## src/rtl/switch_hex_counter_pkg.sv

```systemverilog
// switch_hex_counter_pkg: shared widths and default debounce length for the switch counter
package switch_hex_counter_pkg;
    localparam int DEBOUNCE_LIMIT_DEFAULT = 250000;
    localparam int COUNT_W = 8;
    localparam int NIBBLE_W = 4;
endpackage

```

## src/rtl/switch_hex_counter_debounce_filter.sv

```systemverilog
// debounce_filter: two-flop synchronizer followed by a consecutive-mismatch debounce counter
module debounce_filter
    import switch_hex_counter_pkg::*;
#(
    parameter int DEBOUNCE_LIMIT = DEBOUNCE_LIMIT_DEFAULT
) (
    input  logic i_Clk,
    input  logic i_Rst,
    input  logic i_Bouncy,
    output logic o_Debounced
);
    localparam int CW = $clog2(DEBOUNCE_LIMIT) + 1;
    localparam logic [CW-1:0] LAST = CW'(DEBOUNCE_LIMIT - 1);

    logic          sync1_q, sync1_d;
    logic          sync2_q, sync2_d;
    logic          stable_q, stable_d;
    logic [CW-1:0] cnt_q, cnt_d;
    logic          match, done;

    // Accept a new level only after LIMIT consecutive mismatching cycles; any match restarts
    always_comb begin
        sync1_d  = i_Bouncy;
        sync2_d  = sync1_q;
        match    = sync2_q == stable_q;
        done     = !match && cnt_q == LAST;
        cnt_d    = (match || done) ? '0 : cnt_q + 1'b1;
        stable_d = done ? sync2_q : stable_q;
    end

    // State registers, cleared by reset so a partial debounce is discarded
    always_ff @(posedge i_Clk) begin
        if (i_Rst) begin
            sync1_q  <= 1'b0;
            sync2_q  <= 1'b0;
            stable_q <= 1'b0;
            cnt_q    <= '0;
        end else begin
            sync1_q  <= sync1_d;
            sync2_q  <= sync2_d;
            stable_q <= stable_d;
            cnt_q    <= cnt_d;
        end
    end

    assign o_Debounced = stable_q;
endmodule

```

## src/rtl/switch_hex_counter.sv

```systemverilog
// switch_hex_counter: counts debounced switch releases into an 8-bit value split into two nibbles
module switch_hex_counter
    import switch_hex_counter_pkg::*;
#(
    parameter int DEBOUNCE_LIMIT = DEBOUNCE_LIMIT_DEFAULT
) (
    input  logic                i_Clk,
    input  logic                i_Rst,
    input  logic                i_Switch_Inc,
    input  logic                i_Switch_Clr,
    output logic [NIBBLE_W-1:0] o_Count_Hi,
    output logic [NIBBLE_W-1:0] o_Count_Lo,
    output logic                o_Update
);
    logic               inc_db, clr_db;
    logic               prev_inc_q, prev_inc_d;
    logic               prev_clr_q, prev_clr_d;
    logic [COUNT_W-1:0] count_q, count_d;
    logic               update_q, update_d;
    logic               inc_ev, clr_ev;

    debounce_filter #(.DEBOUNCE_LIMIT(DEBOUNCE_LIMIT)) u_inc (
        .i_Clk      (i_Clk),
        .i_Rst      (i_Rst),
        .i_Bouncy   (i_Switch_Inc),
        .o_Debounced(inc_db)
    );

    debounce_filter #(.DEBOUNCE_LIMIT(DEBOUNCE_LIMIT)) u_clr (
        .i_Clk      (i_Clk),
        .i_Rst      (i_Rst),
        .i_Bouncy   (i_Switch_Clr),
        .o_Debounced(clr_db)
    );

    // Releases are the events; clear takes priority over a simultaneous increment
    always_comb begin
        inc_ev     = prev_inc_q & ~inc_db;
        clr_ev     = prev_clr_q & ~clr_db;
        prev_inc_d = inc_db;
        prev_clr_d = clr_db;
        count_d    = clr_ev ? '0 : inc_ev ? count_q + 1'b1 : count_q;
        update_d   = inc_ev | clr_ev;
    end

    // Edge history, count and update pulse registers
    always_ff @(posedge i_Clk) begin
        if (i_Rst) begin
            prev_inc_q <= 1'b0;
            prev_clr_q <= 1'b0;
            count_q    <= '0;
            update_q   <= 1'b0;
        end else begin
            prev_inc_q <= prev_inc_d;
            prev_clr_q <= prev_clr_d;
            count_q    <= count_d;
            update_q   <= update_d;
        end
    end

    assign o_Count_Hi = count_q[COUNT_W-1 -: NIBBLE_W];
    assign o_Count_Lo = count_q[NIBBLE_W-1:0];
    assign o_Update   = update_q;
endmodule

```

## config.mk

```make
export PLATFORM = sky130hd
export DESIGN_NAME = switch_hex_counter
export DESIGN_NICKNAME = d
export VERILOG_FILES = /design/src/rtl/switch_hex_counter_pkg.sv /design/src/rtl/switch_hex_counter_debounce_filter.sv /design/src/rtl/switch_hex_counter.sv
export SDC_FILE = /design/constraint.sdc
export NUM_CORES = 1
export LEC_CHECK = 0
export CORE_MARGIN = 10
export CORE_UTILIZATION = 63
export CTS_CLUSTER_DIAMETER = 200
export DETAILED_ROUTE_END_ITERATION = 12
export GPL_ROUTABILITY_DRIVEN = 1
export PLACE_DENSITY = 0.83
export SYNTH_ARGS = -nofsm -noshare
export SYNTH_HDL_FRONTEND = slang
export SYNTH_SLANG_ARGS = --single-unit
```

## constraint.sdc

```tcl
create_clock -name i_Clk -period 3.2 [get_ports i_Clk]
set_input_delay 0.96 -clock i_Clk [delete_from_list [all_inputs] [get_ports i_Clk]]
set_output_delay 0.96 -clock i_Clk [all_outputs]
set_load 0.03 [all_outputs]
```

=== After elaboration in Yosys (flattened, before gate mapping) ===
Cells that the tools add are included.
W data, S select, Z words.

* Input bits: 4
* Word-level logic and storage cells: 33
* Output and inout port bits: 9
* Register bits: 55

* Bitwise logic cells: 5
* Eq/ne operators: 4
* Add/sub/neg operators: 3
* Reductions and logical operators: 9

{| class="wikitable"
|+ Operator list
! cell !! count
|-
| $add A19 B1 Y19 const B || 2
|-
| $eq A19 B18 Y1 const B || 2
|-
| $add A8 B1 Y8 const B || 1
|-
| $reduce_or A2 Y1 || 3
|-
| $and A1 B1 Y1 || 2
|-
| $eq A1 B1 Y1 || 2
|-
| $logic_and A1 B1 Y1 || 2
|-
| $logic_not A1 Y1 || 2
|-
| $logic_or A1 B1 Y1 || 2
|-
| $not A1 Y1 || 2
|-
| $or A1 B1 Y1 || 1
|}

=== Longest topological paths before layout ===
* Word-level depth: 5
* Mapped depth: 7

=== By module ===
Synthesis repeated with hierarchy kept, for this count alone.

* Cell total of the unflattened synthesis: 263
* Area, all modules: 2394.8 µm²

{| class="wikitable"
|+ Modules (own cells, without submodules)
! module !! area each (µm²) !! cells an instance !! times used
|-
| debounce_filter || 969.7 || 107 || 2
|-
| switch_hex_counter || 455.4 || 49 || 1
|}

=== Least setup slack after synthesis ===
Ideal clock, no wire load.

* Path type: input -> register
* Start: in i_Rst
* End: reg u_inc.cnt_q[10]
* Setup time: 0.117 ns
* Slack: 1.220 ns
* Arrival: 1.863 ns
* Data required time: 3.083 ns
* Stages on the path: 5
* Path buffers: 2
* Cells stage by stage: clkbuf_1 -> nor2_1 -> o21ai_1 -> buf_2 -> nor2_1

* Longest elaborated chain between the ends: 1

{| class="wikitable"
|+ Ends and longest elaborated chain
! element !! line !! text
|-
| from (decl) || switch_hex_counter.sv:8 || <nowiki>input logic i_Rst,</nowiki>
|-
| $reduce_or A2 Y1 (no line) || n/a ||
|-
| to (signal assigned) || switch_hex_counter_debounce_filter.sv:42 || <nowiki>cnt_q <= cnt_d;</nowiki>
|-
| to (decl) || switch_hex_counter_debounce_filter.sv:18 || <nowiki>logic [CW-1:0] cnt_q, cnt_d;</nowiki>
|}

No other way between the ends.
A chain may end at the register's enable or synchronous reset.

=== Worst setup path in the final report ===
* Start: reg count_q[2]
* End: out o_Count_Lo[2]

{| class="wikitable"
|+ RTL lines
! element !! line !! text
|-
| from (decl) || switch_hex_counter.sv:18 || <nowiki>logic [COUNT_W-1:0] count_q, count_d;</nowiki>
|-
| from (signal assigned) || switch_hex_counter.sv:56 || <nowiki>count_q <= count_d;</nowiki>
|-
| to (decl) || switch_hex_counter.sv:12 || <nowiki>output logic [NIBBLE_W-1:0] o_Count_Lo,</nowiki>
|}

No word-level cell between the ends.

==> impl_results.html <==
<table>
<tr><th>Metric</th><th>Value</th></tr>
<tr><th colspan="2">Clock network</th></tr>
<tr><td>Clock-pin slew on the worst setup and hold paths</td><td>0.09 ns</td></tr>
<tr><td>Clock root buffer</td><td>clkbuf_8</td></tr>
<tr><td>CTS tree</td><td>done</td></tr>
<tr><td>Clock Latency Late Sink</td><td>roughly 0.30 ns</td></tr>
<tr><td>H-Tree Level Count</td><td>2</td></tr>
<tr><td>Setup fix buffers added after clock tree synthesis</td><td>0</td></tr>
<tr><td>Number of CTS-inserted buffers</td><td>5</td></tr>
<tr><td># hold bufs at CTS</td><td>0</td></tr>
<tr><td>Maximum buffer depth of the clock tree</td><td>2</td></tr>
<tr><td>Sinks on the clock net</td><td>55</td></tr>
<tr><td>Cells resized by post-CTS repair</td><td>0</td></tr>
<tr><th colspan="2">Floorplan</th></tr>
<tr><td>Core area</td><td>roughly 0.0036 sq mm</td></tr>
<tr><td>Starting Density</td><td>0.645</td></tr>
<tr><td>Die area</td><td>0.00652 sq mm</td></tr>
<tr><td>Width of the die</td><td>80.7 um</td></tr>
<tr><td>Die Span Y</td><td>80.7 um</td></tr>
<tr><td>Cell Rows</td><td>22</td></tr>
<tr><td>Number of ports placed on the die boundary</td><td>13</td></tr>
<tr><th colspan="2">Timing</th></tr>
<tr><td>Period utilization</td><td>0.767</td></tr>
<tr><td>Number of max-slew violations in the final report</td><td>0</td></tr>
<tr><td>Rel. slew slack</td><td>0.412</td></tr>
<tr><td>Maximum achievable frequency</td><td>between 400 and 500 MHz</td></tr>
<tr><td>Post-route minimum period</td><td>2.46 ns</td></tr>
<tr><td>Hold Vio Cnt, Final</td><td>0</td></tr>
<tr><td>Setup_tns</td><td>0 ns</td></tr>
<tr><td>Measured slew at the worst slew-check pin</td><td>0.872 ns</td></tr>
<tr><td>Final Skew</td><td>between 0.007 and 0.008 ns</td></tr>
<tr><td>Number of failing setup endpoints in the final timing report</td><td>0</td></tr>
<tr><td>Setup repair after global routing missed its margin</td><td>no</td></tr>
<tr><td>Fin worst setup slack</td><td>around 0.74 ns</td></tr>
<tr><th colspan="2">Worst setup path</th></tr>
<tr><td>Maximum single-stage delay on the critical path</td><td>0.73 ns</td></tr>
<tr><td>Sort of element at the start of the critical path</td><td>flip-flop</td></tr>
<tr><td>Worst-path cell with the longest stage delay</td><td>clkdlybuf4s50_1</td></tr>
<tr><td>Sort of element at the end of the critical path</td><td>primary output</td></tr>
<tr><td>Largest fanout on the critical path</td><td>7</td></tr>
<tr><td>Crit path buf inv count</td><td>1</td></tr>
<tr><td>Setup slack, reg-to-reg</td><td>~1.1 ns</td></tr>
<tr><td>CP Data Arrival Time</td><td>1.50 ns</td></tr>
<tr><td>Number of cells on the critical path</td><td>1</td></tr>
<tr><td>Top Family by Delay on Critical Path</td><td>buffers and inverters</td></tr>
<tr><td>Number of cell instances on the worst register-to-register path</td><td>5</td></tr>
<tr><td>Worst Setup EP</td><td>o_Count_Lo[2]</td></tr>
<tr><td>Endpoint of the most critical register-to-register path</td><td>u_clr.cnt_q[6]</td></tr>
<tr><td>Required time of the worst setup path</td><td>2.24 ns</td></tr>
<tr><td>Crit-path cells</td><td>clkdlybuf4s50_1</td></tr>
<tr><td>Worst reg2reg path startpoint</td><td>u_clr.cnt_q[0]</td></tr>
<tr><td>Critical path start-end classification</td><td>reg -&gt; out</td></tr>
<tr><td>Critical Path Start</td><td>count_q[2]</td></tr>
<tr><th colspan="2">Yosys</th></tr>
<tr><td>Most frequent cell after synthesis</td><td>dfxtp_1</td></tr>
<tr><td>Mapped Nets</td><td>267</td></tr>
<tr><td>Dominant cell type by area after synthesis</td><td>dfxtp_1</td></tr>
<tr><td>Main combinational cell family by area after synthesis</td><td>simple AND/OR/NAND/NOR gates</td></tr>
<tr><td>Number of synthesized flops with an enable pin</td><td>0</td></tr>
<tr><td>Cell area after technology mapping</td><td>0.00232 sq mm</td></tr>
<tr><td>Ys async rst share</td><td>0</td></tr>
<tr><td>Share of synthesized area spent on multiplexers</td><td>0.00915</td></tr>
<tr><td>Post-synthesis share of cell area spent on full adders, half adders and majority gates</td><td>0.0161</td></tr>
<tr><td>Synthesized-area fraction occupied by ao, oa, aoi and oai cells</td><td>0.0662</td></tr>
<tr><td>Top_reg_cell synth</td><td>dfxtp_1</td></tr>
<tr><td>XOR/XNOR Fraction of Synth Area</td><td>0.121</td></tr>
<tr><td>Netlist cell types</td><td>32</td></tr>
<tr><td>Fraction of the mapped netlist area in simple logic gates</td><td>0.287</td></tr>
<tr><td>Warnings from Yosys</td><td>0</td></tr>
<tr><td>Cells taking the most area after synthesis</td><td>dfxtp_1 (47%), nor2_1 (6.9%), xnor2_1 (6.4%)</td></tr>
<tr><td>Most common library cells after synthesis</td><td>dfxtp_1 (55), nor2_1 (43), xnor2_1 (17)</td></tr>
<tr><td>Synthesized instance count</td><td>260</td></tr>
<tr><td>Register area share after synthesis</td><td>0.474</td></tr>
<tr><td>Mean Syn Cell Area</td><td>about 8.9 sq um</td></tr>
<tr><td>Share of Yosys cell area claimed by the top area cell type</td><td>0.474</td></tr>
<tr><td>Number of synthesized register bits</td><td>55</td></tr>
<tr><th colspan="2">Route</th></tr>
<tr><td>Post-DR wirelength/cell</td><td>about 13 um</td></tr>
<tr><td>Via total after detailed routing</td><td>1853</td></tr>
<tr><td>Wirelength, routed</td><td>4.19 mm</td></tr>
<tr><td>Residual DRC</td><td>0</td></tr>
<tr><td>Detail-routed via count per cell</td><td>5.77</td></tr>
<tr><td>Count of TritonRoute iterations in the first routing pass</td><td>4</td></tr>
<tr><td>Count of nets left with antenna violations after detail routing</td><td>0</td></tr>
<tr><td>Number of DRC violations after detailed-routing iteration 0</td><td>147</td></tr>
<tr><th colspan="2">Layout</th></tr>
<tr><td>Fin nets</td><td>280</td></tr>
<tr><td>Fillers</td><td>approximately 280</td></tr>
<tr><td>Layout cells sized above 1</td><td>0.0623</td></tr>
<tr><td>Fin util</td><td>0.714</td></tr>
<tr><td>Synth-to-Final Area Change</td><td>10.8%</td></tr>
<tr><td>Final instance area</td><td>0.00257 sq mm</td></tr>
<tr><td># diodes</td><td>0</td></tr>
<tr><th colspan="2">Global route</th></tr>
<tr><td>Pin count of the biggest net entering global routing</td><td>20</td></tr>
<tr><td>Remaining Overflow, GRT</td><td>0</td></tr>
<tr><td>Via count of the first global-routing pass</td><td>1707</td></tr>
<tr><td>Met2 demand-to-capacity share in global routing</td><td>0.217</td></tr>
<tr><td>Initial antenna violation count</td><td>0</td></tr>
<tr><td>Grt peak-use layer</td><td>met2</td></tr>
<tr><td>Overall routing resource usage</td><td>0.138</td></tr>
<tr><td>Met1 Usage GRT</td><td>0.171</td></tr>
<tr><td>Wire length of the first global-routing pass</td><td>7.33 mm</td></tr>
<tr><td>Global routing usage on met3</td><td>0.0497</td></tr>
<tr><th colspan="2">Pwr</th></tr>
<tr><td>Leakage component of the power</td><td>0.795 nW</td></tr>
<tr><td>Total Power Consumption</td><td>between 1 and 1.5 mW</td></tr>
<tr><td>Maximum vdd drop</td><td>0.000240 V</td></tr>
<tr><td>Power per standard cell area</td><td>about 420 mW/mm^2</td></tr>
<tr><th colspan="2">Place</th></tr>
<tr><td>Post-place setup slack</td><td>0.779 ns</td></tr>
<tr><td>Half-perimeter wire length of the detailed placement result</td><td>3.06 mm</td></tr>
<tr><td>Number of buffer cells added on primary ports</td><td>12</td></tr>
<tr><td>Placed cell area</td><td>0.00249 sq mm</td></tr>
<tr><td>Final Wtd Congestion</td><td>0.814</td></tr>
<tr><th colspan="2">Run status</th></tr>
<tr><td>Result of the run</td><td>complete, no violations</td></tr>
<tr><th colspan="2">Hold path</th></tr>
<tr><td>Class of the most critical hold timing path</td><td>reg -&gt; reg</td></tr>
<tr><th colspan="2">Run</th></tr>
<tr><td>Max-cap check violation count</td><td>0</td></tr>
</table>
==> routing by layer <==
layer  wire length, um  share of wire
met1              1890           0.45
met2              2000           0.48
met3               254          0.061
met4                47          0.011
met5                 0              0
==> worst min path at each step <==
| stage | startpoint | to | slack [ns] | cells after the start |
|---|---|---|---|---|
| after floorplan | u_clr.sync1_q | u_clr.sync2_q | 0.41 | 1 |
| after detailed placement | u_inc.sync1_q | u_inc.sync2_q | 0.44 | 1 |
| after global routing | u_inc.sync1_q | u_inc.sync2_q | 0.47 | 1 |
| after CTS | u_inc.sync1_q | u_inc.sync2_q | 0.46 | 1 |
| after global placement | u_inc.sync1_q | u_inc.sync2_q | 0.42 | 1 |
| final | u_inc.sync1_q | u_inc.sync2_q | 0.46 | 1 |
==> cells in the final DEF (no fill, tap or decap), types with 4 or more instances in the layout <==
| cell type | n |
|---|---|
| xor2_1 | 15 |
| nand2_1 | 11 |
| nor2b_1 | 8 |
| or3_1 | 4 |
| clkdlybuf4s50_1 | 12 |
| a21oi_1 | 12 |
| clkbuf_8 | 6 |
| dfxtp_1 | 55 |
| or4_1 | 7 |
| nand4_1 | 15 |
| nor4_1 | 5 |
| xnor2_1 | 17 |
| o31ai_1 | 5 |
| nand3_1 | 14 |
| inv_1 | 8 |
| nor2_1 | 43 |
| o21ai_0 | 7 |
==> flip-flops by register name, summed over array words and instances (netlist names) <==
register,count
prev_inc_q,1
u_clr.cnt_q,19
count_q,8
u_clr.sync2_q,1
prev_clr_q,1
u_inc.o_Debounced,1
u_clr.o_Debounced,1
u_inc.sync2_q,1
u_clr.sync1_q,1
u_inc.cnt_q,19
u_inc.sync1_q,1
o_Update,1
==> kinds of logic (layout without fill, tap and decap cells) <==
kind of cell    Yosys count  after routing
fa+ha+maj                 3              3
xor+xnor                 32             32
mux                       2              2
compound gates           26             26
simple gates            126            126
buf+inv                  16             29
flops                    55             55
==> report_power, final <==
group	total [mW]	switching (mW)	leakage [nW]	internal (mW)
Sequential	0.689	0.00175	0.444	0.687
Combinational	0.0165	0.00915	0.304	0.00738
Clock	0.375	0.205	0.0470	0.170
==> final cells by class <==
cell class	instances	area [sq um]	area share
sequential	55	1100	0.428
tap	48	60.1	0.0233
multi-input combinational	189	1160	0.451
clock buffer	6	82.6	0.0321
inverter	8	30.0	0.0117
timing repair buffer	14	135	0.0525
clock inverter	1	5.00	0.00194
==> per-stage QoR <==
step / instances / hold WS, ns
4_1_cts: 321 / 0.460
5_1_grt: 321 / 0.467
2_1_floorplan: 260 / 0.414
6_report: 321 / 0.460
3_5_place_dp: 314 / 0.443
3_3_place_gp: 314 / 0.419
Power figures use the tool's default switching activity.
